$ cat src/rtl/mem_arb_pkg.sv
`default_nettype none
// ----------------------------------------------------------------------------
// mem_arb_pkg : state and latched-request types shared by mem_port_arbiter
// Rev 1.0
// ----------------------------------------------------------------------------
package mem_arb_pkg;

  typedef enum logic [1:0] {
    IDLE    = 2'd0,
    SERVE_I = 2'd1,
    SERVE_D = 2'd2
  } arb_state_t;

  typedef struct packed {
    logic [31:0] addr;
    logic [31:0] wdata;
    logic [3:0]  wmask;
    logic        rd;
    logic        wr;
  } mem_req_t;

  function automatic logic [31:0] word_align(input logic [31:0] a);
    return {a[31:2], 2'b00};
  endfunction

endpackage
`default_nettype wire

$ cat src/rtl/mem_port_arbiter_if.sv
`default_nettype none
// ----------------------------------------------------------------------------
// mem_port_arbiter_if : imem/dmem requester ports and the unified memory port
// Rev 1.0
// ----------------------------------------------------------------------------
interface mem_port_arbiter_if;

  logic [31:0] imem_address;
  logic        imem_read;
  logic [31:0] imem_rdata;
  logic        imem_resp;

  logic [31:0] dmem_address;
  logic        dmem_read;
  logic        dmem_write;
  logic [3:0]  dmem_wmask;
  logic [31:0] dmem_wdata;
  logic [31:0] dmem_rdata;
  logic        dmem_resp;

  logic [31:0] mem_address;
  logic        mem_read;
  logic        mem_write;
  logic [3:0]  mem_wmask;
  logic [31:0] mem_wdata;
  logic [31:0] mem_rdata;
  logic        mem_resp;

  // slave: the arbiter; master: requesters plus memory (testbench side)
  modport slave (
    input  imem_address, imem_read,
    input  dmem_address, dmem_read, dmem_write, dmem_wmask, dmem_wdata,
    input  mem_rdata, mem_resp,
    output imem_rdata, imem_resp, dmem_rdata, dmem_resp,
    output mem_address, mem_read, mem_write, mem_wmask, mem_wdata
  );

  modport master (
    output imem_address, imem_read,
    output dmem_address, dmem_read, dmem_write, dmem_wmask, dmem_wdata,
    output mem_rdata, mem_resp,
    input  imem_rdata, imem_resp, dmem_rdata, dmem_resp,
    input  mem_address, mem_read, mem_write, mem_wmask, mem_wdata
  );

endinterface
`default_nettype wire

$ cat src/rtl/mem_port_arbiter.sv
`default_nettype none
// ----------------------------------------------------------------------------
// mem_port_arbiter : imem/dmem arbiter onto one word-wide memory port
// Rev 1.0
// ----------------------------------------------------------------------------
module mem_port_arbiter
  import mem_arb_pkg::*;
#(
  parameter int STARVE_LIMIT = 4,
  parameter int CNT_W        = 3   // 2**CNT_W must exceed STARVE_LIMIT
) (
  input wire               clk,
  input wire               rst,
  mem_port_arbiter_if.slave bus
);

  localparam logic [CNT_W-1:0] c_STARVE_MAX = CNT_W'(STARVE_LIMIT);

  arb_state_t       r_state;
  arb_state_t       w_state_nxt;
  mem_req_t         r_req;
  logic [CNT_W-1:0] r_starve;

  logic w_d_req;
  logic w_grant_i;
  logic w_grant_d;
  logic w_done;

  // dmem normally wins; a starved imem takes the port once the limit is hit
  assign w_d_req   = bus.dmem_read | bus.dmem_write;
  assign w_grant_i = (r_state == IDLE) && bus.imem_read &&
                     (!w_d_req || (r_starve == c_STARVE_MAX));
  assign w_grant_d = (r_state == IDLE) && w_d_req && !w_grant_i;
  assign w_done    = (r_state != IDLE) && bus.mem_resp;

  always_ff @(posedge clk) begin
    if (rst) begin
      r_state <= IDLE;
    end else begin
      r_state <= w_state_nxt;
    end
  end

  always_comb begin
    w_state_nxt = r_state;
    case (r_state)
      IDLE: begin
        if (w_grant_i) begin
          w_state_nxt = SERVE_I;
        end else if (w_grant_d) begin
          w_state_nxt = SERVE_D;
        end
      end
      SERVE_I, SERVE_D: begin
        if (bus.mem_resp) begin
          w_state_nxt = IDLE;
        end
      end
      default: w_state_nxt = IDLE;
    endcase
  end

  always_ff @(posedge clk) begin
    if (rst) begin
      r_req    <= '0;
      r_starve <= '0;
    end else if (w_grant_i) begin
      r_req    <= '{addr: bus.imem_address, wdata: '0, wmask: '0, rd: 1'b1, wr: 1'b0};
      r_starve <= '0;
    end else if (w_grant_d) begin
      // a simultaneous read+write is served as the write
      r_req.addr  <= bus.dmem_address;
      r_req.wdata <= bus.dmem_write ? bus.dmem_wdata : '0;
      r_req.wmask <= bus.dmem_write ? bus.dmem_wmask : 4'b0000;
      r_req.rd    <= bus.dmem_read & ~bus.dmem_write;
      r_req.wr    <= bus.dmem_write;
      if (!bus.imem_read) begin
        r_starve <= '0;
      end else if (r_starve != c_STARVE_MAX) begin
        r_starve <= r_starve + 1'b1;
      end
    end else if (w_done) begin
      r_req.rd <= 1'b0;
      r_req.wr <= 1'b0;
    end
  end

  always_comb begin
    bus.imem_resp  = 1'b0;
    bus.imem_rdata = '0;
    bus.dmem_resp  = 1'b0;
    bus.dmem_rdata = '0;
    case (r_state)
      SERVE_I: begin
        if (bus.mem_resp) begin
          bus.imem_resp  = 1'b1;
          bus.imem_rdata = bus.mem_rdata;
        end
      end
      SERVE_D: begin
        if (bus.mem_resp) begin
          bus.dmem_resp  = 1'b1;
          bus.dmem_rdata = bus.mem_rdata;
        end
      end
      default: ;
    endcase
  end

  assign bus.mem_address = word_align(r_req.addr);
  assign bus.mem_read    = r_req.rd;
  assign bus.mem_write   = r_req.wr;
  assign bus.mem_wmask   = r_req.wmask;
  assign bus.mem_wdata   = r_req.wdata;

  always_ff @(posedge clk) begin
    if (!rst && w_grant_d) begin
      assert (!(bus.dmem_read && bus.dmem_write))
        else $warning("mem_port_arbiter: dmem read and write both set, serving the write");
    end
  end

endmodule
`default_nettype wire

$ cat src/flat_wrapper.sv
// flat-port wrapper written by rule: the top's interface ports become plain ports
module mem_port_arbiter_flat import mem_arb_pkg::*;
#(
  parameter int STARVE_LIMIT = 4,
  parameter int CNT_W        = 3                                       
)
  (clk, rst, bus_imem_address, bus_imem_read, bus_dmem_address, bus_dmem_read, bus_dmem_write, bus_dmem_wmask, bus_dmem_wdata, bus_mem_rdata, bus_mem_resp, bus_imem_rdata, bus_imem_resp, bus_dmem_rdata, bus_dmem_resp, bus_mem_address, bus_mem_read, bus_mem_write, bus_mem_wmask, bus_mem_wdata);
  mem_port_arbiter_if bus_i ();
  input wire clk;
  input wire rst;
  input wire logic [$bits(bus_i.imem_address)-1:0] bus_imem_address;
  input wire logic [$bits(bus_i.imem_read)-1:0] bus_imem_read;
  input wire logic [$bits(bus_i.dmem_address)-1:0] bus_dmem_address;
  input wire logic [$bits(bus_i.dmem_read)-1:0] bus_dmem_read;
  input wire logic [$bits(bus_i.dmem_write)-1:0] bus_dmem_write;
  input wire logic [$bits(bus_i.dmem_wmask)-1:0] bus_dmem_wmask;
  input wire logic [$bits(bus_i.dmem_wdata)-1:0] bus_dmem_wdata;
  input wire logic [$bits(bus_i.mem_rdata)-1:0] bus_mem_rdata;
  input wire logic [$bits(bus_i.mem_resp)-1:0] bus_mem_resp;
  output wire logic [$bits(bus_i.imem_rdata)-1:0] bus_imem_rdata;
  output wire logic [$bits(bus_i.imem_resp)-1:0] bus_imem_resp;
  output wire logic [$bits(bus_i.dmem_rdata)-1:0] bus_dmem_rdata;
  output wire logic [$bits(bus_i.dmem_resp)-1:0] bus_dmem_resp;
  output wire logic [$bits(bus_i.mem_address)-1:0] bus_mem_address;
  output wire logic [$bits(bus_i.mem_read)-1:0] bus_mem_read;
  output wire logic [$bits(bus_i.mem_write)-1:0] bus_mem_write;
  output wire logic [$bits(bus_i.mem_wmask)-1:0] bus_mem_wmask;
  output wire logic [$bits(bus_i.mem_wdata)-1:0] bus_mem_wdata;
  assign bus_i.imem_address = bus_imem_address;
  assign bus_i.imem_read = bus_imem_read;
  assign bus_i.dmem_address = bus_dmem_address;
  assign bus_i.dmem_read = bus_dmem_read;
  assign bus_i.dmem_write = bus_dmem_write;
  assign bus_i.dmem_wmask = bus_dmem_wmask;
  assign bus_i.dmem_wdata = bus_dmem_wdata;
  assign bus_i.mem_rdata = bus_mem_rdata;
  assign bus_i.mem_resp = bus_mem_resp;
  assign bus_imem_rdata = bus_i.imem_rdata;
  assign bus_imem_resp = bus_i.imem_resp;
  assign bus_dmem_rdata = bus_i.dmem_rdata;
  assign bus_dmem_resp = bus_i.dmem_resp;
  assign bus_mem_address = bus_i.mem_address;
  assign bus_mem_read = bus_i.mem_read;
  assign bus_mem_write = bus_i.mem_write;
  assign bus_mem_wmask = bus_i.mem_wmask;
  assign bus_mem_wdata = bus_i.mem_wdata;
  mem_port_arbiter #(.STARVE_LIMIT(STARVE_LIMIT), .CNT_W(CNT_W)) u_core (.clk(clk), .rst(rst), .bus(bus_i));
endmodule
$ cat config.mk
export PLATFORM = sky130hd
export DESIGN_NAME = mem_port_arbiter_flat
export DESIGN_NICKNAME = d
export VERILOG_FILES = /design/src/rtl/mem_arb_pkg.sv /design/src/rtl/mem_port_arbiter_if.sv /design/src/rtl/mem_port_arbiter.sv /design/src/flat_wrapper.sv
export SDC_FILE = /design/constraint.sdc
export NUM_CORES = 1
export LEC_CHECK = 0
export BUFFER_PORTS_ARGS = -buffer_cell sky130_fd_sc_hd__buf_2
export CORE_AREA = 2 2 108 110
export DETAILED_ROUTE_END_ITERATION = 8
export DIE_AREA = 0 0 110 112
export PLACE_DENSITY = 0.66
export SETUP_SLACK_MARGIN = 0.15
export SYNTH_ARGS = -nofsm -noshare
export SYNTH_HDL_FRONTEND = slang
export SYNTH_SLANG_ARGS = --single-unit
$ cat constraint.sdc
create_clock -name clk -period 4.9 [get_ports clk]
set_clock_uncertainty 0.1 [all_clocks]
set_input_delay 0.49 -clock clk [delete_from_list [all_inputs] [get_ports clk]]
set_output_delay 0.49 -clock clk [all_outputs]
set_load 0.02 [all_outputs]
== Yosys cells after proc, flatten, opt, wreduce, memory -nomap -nowiden ==
Index checks and enable logic that the tools add are counted.

* Flip-flop bits (word level): 75
* Logic and storage cells: 53

* Add/sub/neg operators: 1
* Equality and inequality tests: 7
* Mux-type cells: 18
* Bitwise operators: 3
* Reduce and logical (&&, ||, !) cells: 17

{| class="wikitable"
|+ Operators with widths
! cell !! count
|-
| $mux 32 || 4
|-
| $mux 70 || 1
|-
| $mux 68 || 1
|-
| $mux 2 || 5
|-
| $mux 3 || 2
|-
| $reduce_bool 2->1 || 3
|-
| $logic_and 1x1->1 || 5
|-
| $mux 4 || 1
|-
| $pmux 2 s2 || 1
|-
| $reduce_and 2->1 || 2
|-
| $reduce_or 2->1 || 2
|-
| $add 3x1->3 const B || 1
|-
| $eq 3x3->1 const B || 1
|-
| $mux 1 || 3
|-
| $ne 3x1->1 const B || 1
|-
| $ne 3x3->1 const B || 1
|-
| $reduce_bool 3->1 || 1
|-
| $eq 2x1->1 const B || 1
|-
| $eq 2x2->1 const B || 1
|-
| $logic_not 1->1 || 2
|-
| $logic_not 2->1 || 1
|-
| $ne 2x1->1 const B || 1
|-
| $ne 2x2->1 const B || 1
|-
| $and 1x1->1 || 1
|-
| 3 further kinds || 3
|}

== Logic depth before layout (Yosys ltp) ==
* Word-level depth: 9
* Depth in mapped cells: 9
* Gate-level depth less buffers: 6

== Worst setup path after synthesis ==
OpenSTA, ideal clock, no wires.

* Path kind: in2out
* Start point: input port bus_mem_resp
* End point: output port bus_dmem_rdata[11]
* Data arrival time: 1.192 ns
* Required time: 4.310 ns
* Path slack: 3.118 ns
* Cell stages on the path: 3
* Buffers on the path: 2
* Path through: clkbuf_1 -> clkbuf_1 -> and3_1

* Cells in the longest elaborated chain, start to end: 2

{| class="wikitable"
|+ Ends and longest elaborated chain
! what !! RTL line !! RTL
|-
| from (decl) || flat_wrapper.sv:19 || <nowiki>input wire logic [$bits(bus_i.mem_resp)-1:0] bus_mem_resp;</nowiki>
|-
| $mux 32 || mem_port_arbiter.sv:101 || <nowiki>if (bus.mem_resp) begin</nowiki>
|-
| $mux 32 || mem_port_arbiter.sv:93 || <nowiki>case (r_state)</nowiki>
|-
| to (decl) || flat_wrapper.sv:22 || <nowiki>output wire logic [$bits(bus_i.dmem_rdata)-1:0] bus_dmem_rdata;</nowiki>
|}

Every way passes these cells.

== Worst setup path in the final report ==
* Start point: register u_core.r_state[0]
* End point: register u_core.r_req, in the netlist u_core.bus.mem_address[26]

* Cells in the longest elaborated chain, start to end: 6
* Elaborated cells on any way between the ends: 8
* Classes of those cells: mux (1); reduce/logical (7)

{| class="wikitable"
|+ Ends and longest elaborated chain
! what !! RTL line !! RTL
|-
| from (decl) || mem_port_arbiter.sv:19 || <nowiki>arb_state_t r_state;</nowiki>
|-
| from (signal assigned) || mem_port_arbiter.sv:40 || <nowiki>r_state <= w_state_nxt;</nowiki>
|-
| $logic_not 2->1 * || mem_port_arbiter.sv:31, mem_port_arbiter.sv:33 ||
|-
| $logic_and 1x1->1 (2 in a row) || mem_port_arbiter.sv:31 || <nowiki>assign w_grant_i = (r_state == IDLE) && bus.imem_read &&</nowiki>
|-
| $logic_not 1->1 || mem_port_arbiter.sv:33 || <nowiki>assign w_grant_d = (r_state == IDLE) && w_d_req && !w_grant_i;</nowiki>
|-
| $logic_and 1x1->1 || mem_port_arbiter.sv:33 ||
|-
| $reduce_bool 2->1 (no line) || -- ||
|-
| to (signal assigned) || mem_port_arbiter.sv:68 || <nowiki>r_req <= '{addr: bus.imem_address, wdata: '0, wmask: '0, rd: 1'b1, wr: 1'b0};</nowiki>
|-
| to (decl) || mem_port_arbiter.sv:21 || <nowiki>mem_req_t r_req;</nowiki>
|}

Every way passes the cells marked *; elsewhere a longest branch is shown, timed or not.
A chain may end at the register's enable or synchronous reset.

==> out/metrics.yaml <==
synth.mux.area_fraction: 0.00288
critical_path.slowest_cell: "sky130_fd_sc_hd__nor2b_4"
drt_drc_violations_left: 0
maxCapViolCount: 0
worstSetupPathType: "register to register"
clk_pin_slew_ns: 0.06
yosys_warnings: 0
timing.critical_path.required_ns: 5.04
post_drt_via_cell_ratio: 4.99
fin_crit_sh: 0.532
timing.fmax_ghz: 0.384
top_count_cell_post_synth: "sky130_fd_sc_hd__dfxtp_1"
worstMarginPinSlew_ns: 1.16
cts_resized: 0
timing.slew.headroom: 0.226
areaGrowthSynthToFinish_pct: 44.3
lkg_pwr_uw: 0.00276
power.density_cell_area_nw_per_um2: 389
synth.cell_area_um2: 3470
totalNegativeSetupSlack_ns: 0
clock_sink_count: 73
ctsRootBufferMaster: "sky130_fd_sc_hd__clkbuf_16"
yosys_most_used_dff: "sky130_fd_sc_hd__dfxtp_1"
detailedRoute.firstPassIterationCount: 4
count_of_distinct_cell_types_in_the_synthesized_netlist: 32
yosys.area_share.simple: 0.314
crit_fanout: 40
grt_pass1_vias: 3685
max-vdd-ir-drop_mv: 0.182
synthCells: 431
dpl-instance-area_um2: 4750
clock_buffers_created_by_tritoncts: 9
ios: 274
ordered_cell_list_for_the_critical_path: "inv_1, ha_1, o21ai_1, nor2b_4, buf_4, a221oi_1, nor3_1"
synthDominantCellAreaShare: 0.421
post_synth_main_area_contributors: "sky130_fd_sc_hd__dfxtp_1, sky130_fd_sc_hd__and3_1, sky130_fd_sc_hd__a221oi_1, sky130_fd_sc_hd__a21oi_1, sky130_fd_sc_hd__nand3_1"
postSynthRegisterBits: 73
nNetsFinal: 806
synth_sequential_area_ratio: 0.421
die_h_um: 112
fraction_of_synthesized_cell_area_in_xor_and_xnor_cells: 0.00504
crit_path_max_incr_delay_ns: 0.55
initial_utilization: 0.311
compound_gate_fraction_of_synth_area: 0.155
fraction_of_final_layout_cells_with_drive_strength_greater_than_1: 0.430
synth_top_family_by_area: "simple AND/OR/NAND/NOR gates"
placeableCoreArea_um2: 11200
timing.critical_path.to_type: "register"
antenna_left: 0
fin_max_slew_vios: 0
maximum_number_of_pins_on_one_net_before_global_route_repair: 69
tritoncts_clock_tree: "yes"
synth-async-reset-ratio: 0
synth_edf_count: 0
stdcell_area_um2: 5010
detail_route.wirelength_um: 11500
outcome: "complete, no violations"
gp_congestion: 0.809
die_footprint_um2: 12300
setup_viol: 0
globalRouteTotalUtil: 0.181
grt.overflow.total: 0
grt_setup_unrepaired: "no"
leading_cell_types_by_count_after_synthesis: "sky130_fd_sc_hd__dfxtp_1, sky130_fd_sc_hd__and3_1, sky130_fd_sc_hd__a21oi_1, sky130_fd_sc_hd__nand2_1, sky130_fd_sc_hd__nand3_1"
io_buffer_count: 267
hold_path.class: "input port to register"
grt_antenna_before_repair: 2
timing_hold_violations_final: 0
post_cts_buffers: 0
die_x_um: 110
drt_iter0_drc: 247
cts_hold_buf: 0
timing.critical_path.from_type: "register"
cts-root-to-sink-buffers: 2
design_power_total_uw: 1950
arrival_ns: 2.75
wl_per_cell_um: 14.1
htreeDepth: 3
rows: 39
routed-via-count: 4050
synth_fa_ha_area_frac: 0.0180
ff2ff_path_depth: 7
worstHoldPathCells: 3
synth.avg_cell_area_um2: 8.06
worst_skew_late_latency_ns: 0.32
fin_crit_ns: 2.61
grt_pass1_wl_um: 17500
dp_hpwl_um: 8490
cell_accounting_for_the_most_synthesized_area: "sky130_fd_sc_hd__dfxtp_1"
## flip-flops by register name, indices dropped and copies added (netlist names)
register / count
u_core.bus.mem_write: 1
u_core.bus.mem_address: 30
u_core.bus.mem_wmask: 4
u_core.r_starve: 3
u_core.bus.mem_read: 1
u_core.r_state: 2
u_core.bus.mem_wdata: 32
## path summary, 6_finish.rpt
check	slack, ns	startpoint	end
max reg2reg	2.29	u_core.r_state[0]	u_core.bus.mem_address[26]
max	2.29	u_core.r_state[0]	u_core.bus.mem_address[26]
min	0.33	bus_dmem_wdata[28]	u_core.bus.mem_wdata[28]
min reg2reg	0.35	u_core.bus.mem_wdata[24]	u_core.bus.mem_wdata[24]
## layout make-up
| type | count | area (µm²) |
|---|---|---|
| tap | 143 | 179 |
| inverter | 4 | 15.0 |
| fill | 1109 | 6160 |
| clock buffer | 12 | 236 |
| timing repair buffer | 270 | 1360 |
| antenna | 2 | 5.00 |
| multi-input combinational | 305 | 1740 |
| clock inverter | 3 | 18.8 |
| sequential | 73 | 1460 |
## routing by layer
layer,part of all wire,up-vias,track usage
li1,-,2003,-
met1,0.38,1858,0.187
met2,0.52,169,0.343
met3,0.077,20,0.0398
met4,0.022,0,0.0726
met5,0,-,0
## cells in the final DEF, fill, tap and decap left out, types with 3 or more instances in the layout
| cell type | n |
|---|---|
| sky130_fd_sc_hd__nand3_1 | 40 |
| sky130_fd_sc_hd__inv_1 | 4 |
| sky130_fd_sc_hd__buf_2 | 267 |
| sky130_fd_sc_hd__clkbuf_16 | 9 |
| sky130_fd_sc_hd__buf_4 | 3 |
| sky130_fd_sc_hd__dfxtp_1 | 73 |
| sky130_fd_sc_hd__ha_1 | 5 |
| sky130_fd_sc_hd__nand2_1 | 40 |
| sky130_fd_sc_hd__nor3_1 | 33 |
| sky130_fd_sc_hd__a21oi_1 | 40 |
| sky130_fd_sc_hd__nor2_1 | 31 |
| sky130_fd_sc_hd__a221oi_1 | 30 |
| sky130_fd_sc_hd__clkbuf_1 | 3 |
| sky130_fd_sc_hd__and3_1 | 64 |
## logic make-up after synthesis
logic type,count (synthesis)
AOI/OAI and AO/OA,78
xor gates and xnor gates,2
adders and majority gates,5
buffers and inverters,54
DFF,73
muxes,1
other,1
and+or+nand+nor,217
## where the power goes
| group | internal (µW) | switching [µW] |
|---|---|---|
| clock network | 339 | 232 |
| registers | 677 | 40.0 |
| logic | 231 | 428 |
| total | 1250 | 700 |
## metrics by stage
step / utilization / worst slack (ns) / cells / hold WS (ns)
floorplan: - / 3.12 / 432 / 0.412
global placement: 0.425 / 2.00 / 795 / 0.336
detailed placement: 0.425 / 1.94 / 795 / 0.343
CTS: 0.448 / 2.28 / 810 / 0.319
global route: 0.448 / 1.99 / 811 / 0.333
finish: 0.448 / 2.29 / 812 / 0.334
## critical path: cells and delay by family, from the launching register on
family          cells  cell delay (ns)
simple gates        2             0.78
buf+inv             2             0.57
compound gates      2             0.39
fa+ha+maj           1             0.35
flops               1             0.31
Note: power is estimated with default switching activity, not from simulation.
